===== src/rtl/axis_sink_checker_sat_counter.sv =====
// Saturating up-counter with synchronous clear (clear wins over increment)
// and asynchronous active-low reset.
module axis_sink_checker_sat_counter #(
  parameter int unsigned WIDTH = 16
) (
  input  logic             clk,
  input  logic             rst_n,
  input  logic             clr_i,
  input  logic             inc_i,
  output logic [WIDTH-1:0] count_o
);

  logic [WIDTH-1:0] count_q, count_d;

  always_comb begin
    count_d = count_q;
    if (clr_i) begin
      count_d = '0;
    end else if (inc_i && (count_q != '1)) begin
      count_d = count_q + WIDTH'(1);
    end
  end

  always_ff @(posedge clk or negedge rst_n) begin
    if (!rst_n) begin
      count_q <= '0;
    end else begin
      count_q <= count_d;
    end
  end

  assign count_o = count_q;

endmodule


===== config.mk =====
export PLATFORM = sky130hd
export DESIGN_NAME = axis_sink_checker_sat_counter
export DESIGN_NICKNAME = d
export VERILOG_FILES = /design/src/rtl/axis_sink_checker_sat_counter.sv
export SDC_FILE = /design/constraint.sdc
export NUM_CORES = 1
export LEC_CHECK = 0
export CAP_MARGIN = 20
export CORE_UTILIZATION = 45
export CTS_BUF_LIST = sky130_fd_sc_hd__clkbuf_8
export DETAILED_ROUTE_END_ITERATION = 12
export DONT_BUFFER_PORTS = 1
export REMOVE_ABC_BUFFERS = 1
export SYNTH_ARGS = -nofsm -noshare
export SYNTH_HDL_FRONTEND = slang
export SYNTH_SLANG_ARGS = --single-unit
export TNS_END_PERCENT = 1

===== constraint.sdc =====
create_clock -name clk -period 5.47 [get_ports clk]
set_clock_uncertainty 0.2 [all_clocks]
set_input_delay 0.547 -clock clk [delete_from_list [all_inputs] [get_ports clk]]
set_output_delay 0.547 -clock clk [all_outputs]
set_load 0.02 [all_outputs]

==> out/results.tsv <==
metric	value	unit
status	finished clean	
vdd_ir_drop_max	0.125	mV
clockRootBuffer	clkbuf_8	
ys_ff_latch	16	
hold_class	in -> reg	
power.density	232	nW/um^2
synth_top_area_share	42.5	%
period_share	46.7	%
place.gp.congestion	0.753	
post-synth-top-count-cell	dfrtp_1	
finalSetupTns	0	ns
dieArea	2280	sq um
via_count	786	
synth.area.top_cells	dfrtp_1 (42%), a21oi_1 (5.8%), o31ai_1 (5.6%)	
yosys.area.top_type	dfrtp_1	
post_drt_wl_per_cell	16.2	microns
grt_pass1_wl	3170	microns
netlist_area	942	sq um
multi_input_area	504	sq um
antenna_found_initial	0	
grt_max_degree	23	
critPathKind	reg -> reg	
routed_wl	2030	microns
cp.arrival	2.48	ns
ys.warnings.count	0	
max_cap_viol_count	0	
fmax	391	MHz
drtIter0Drc	17	
r2r_setup_slack	2.92	ns
p_sw	0.0000500	W
cts_made_buffers	3	
setup_viol_count_final	0	
async_reset_ff_share	100	%
slowest_delay	0.79	ns
cts.sink_count	16	
endpoint_kind	register	
drv_slew	0	
first_pass_iters	4	
yosys-top-cells-count	dfrtp_1 (16), a21oi_1 (11), o31ai_1 (7), nand2_1 (6), nand4_1 (6)	
avgSynthCellArea	9.61	sq um
p_seq_share	51.9	%
syn2layout_area_growth	7.70	%
nNetsFinal	104	
clk_pin_slew_worst_paths	0.07	ns
internal_power	0.000186	W
drc	0	
die_w	47.8	microns
critical_path.max_fanout	19	
cp_cell_sequence	ha_1 > nand4_2 > nor4_4 > nor4_1 > mux2_1	
die_h	47.8	microns
clk-insertion-delay-late	0.25	ns
postRouteAntennaNets	0	
rsz0062_at_grt	no	
cp-start-kind	register	
via_per_inst	6.29	
port_buffers	0	
cts_tree	yes	
synthFlopType	dfrtp_1	
clockPowerShare	44.5	%
worst_ep_required_time	5.40	ns
final_util	51.7	%
hpwl	1370	microns
grt_pass1_vias	741	
gr-total-overflow	0	
largest_register_ffs	16	
htreeDepth	1	
hold_viol	0	
combPwrFrac	3.5	%
syn_inst	98	
clockBufferDepth	2	
yosysUniqueCellTypes	28	
track_usage	20.0	%
cts_resized	0	
swShare	21.2	%
worst_pin_slew	0.831	ns
synth_enable_flop_cells	0	
worst_path_max_delay_cell	nor4_4	
num_io_pins	20	
rows	16	
core_area	1960	sq um
fin_crit	2.55	ns
relSlewSlack	44.2	%
n_antenna_cell	0	
power.leakage	0.404	nW
synth-seq-area-share	42.5	%
nFillCells	199	
initial_core_util	48.0	%
drive_above_1_share	13.3	%
seq_area	400	sq um
==> cell type report <==
cell class / count / share of cell area [%]
tap: 27 / 3.33
timing repair buffer: 1 / 0.986
sequential: 16 / 39.5
clock buffer: 4 / 5.43
inverter: 3 / 1.11
multi-input combinational: 74 / 49.7
==> per-stage QoR <==
step	worst slack, ns	cells	hold slack (ns)	total power, W	cell area [sq um]
5_1_grt	2.72	125	0.134	0.000247	1010
6_report	2.92	125	0.149	0.000236	1010
3_3_place_gp	2.96	120	0.0517	0.000130	950
2_1_floorplan	3.18	93	0.0514	0.000129	916
4_1_cts	2.90	125	0.142	0.000240	1010
3_5_place_dp	2.90	120	0.0517	0.000130	950
==> worst paths after layout <==
check                            startpoint     endpoint  cells past startpoint
worst max-delay path             count_o[0]  count_o[15]                      5
worst min-delay path                  clr_i   count_o[4]                      1
worst max register to register   count_o[0]  count_o[15]                      5
worst min register to register  count_o[10]  count_o[10]                      2
max in group asynchronous             rst_n  count_o[15]                      1
min in group asynchronous             rst_n   count_o[9]                      1
==> critical path: cells and delay by family (launching register included) <==
| kind | cells | cell delay (ns) |
|---|---|---|
| adder cells (fa/ha/maj) | 1 | 0.27 |
| AND/OR/NAND/NOR | 3 | 1.09 |
| flip-flops | 1 | 0.52 |
| multiplexers | 1 | 0.34 |
==> metal layers <==
metal / wire length [microns] / up-vias / GRT usage (%)
li1: - / 380 / -
met1: 928 / 388 / 26.0
met2: 991 / 16 / 33.0
met3: 97 / 2 / 4.15
met4: 11 / 0 / 6.67
met5: 0 / - / 0
==> logic make-up (layout without fill, tap and decap cells) <==
family	after synthesis	after routing	synth area share, %
compound gates	24	24	16.2
fa+ha+maj	1	1	1.33
buf+inv	8	8	3.98
flops	16	16	42.5
mux	4	4	4.78
simple gates	45	45	31.2
==> cells in the final DEF (no fill, tap or decap) <==
cell	n
a211oi_2	1
a21oi_1	11
and3_1	2
and4_2	2
clkbuf_8	4
dfrtp_1	16
dlygate4sd3_1	1
ha_1	1
inv_1	3
mux2_1	4
nand2_1	6
nand3_1	3
nand3b_1	1
nand4_1	6
nand4_2	1
nor2_1	4
nor2b_1	4
nor3_1	1
nor4_1	4
nor4_4	1
o211ai_2	1
o21ai_0	1
o21ai_1	3
o31ai_1	7
or3_1	2
or3_2	1
or4_1	5
or4_2	2
==> what timing repair did <==
item | in CTS | in global routing
endpoints found under the hold margin | 16 | 0
hold buffers | 1 | 0
buffers inserted | 0 | 0
==> power by group through the flow <==
stage          clock network [W]   logic [W]  registers, W
2_1_floorplan                  0  0.00000448      0.000124
3_3_place_gp                   0  0.00000543      0.000125
3_5_place_dp                   0  0.00000563      0.000125
4_1_cts                 0.000109  0.00000864      0.000122
5_1_grt                 0.000115  0.00000999      0.000123
6_report                0.000105  0.00000835      0.000122
Power figures use the tool's default switching activity.
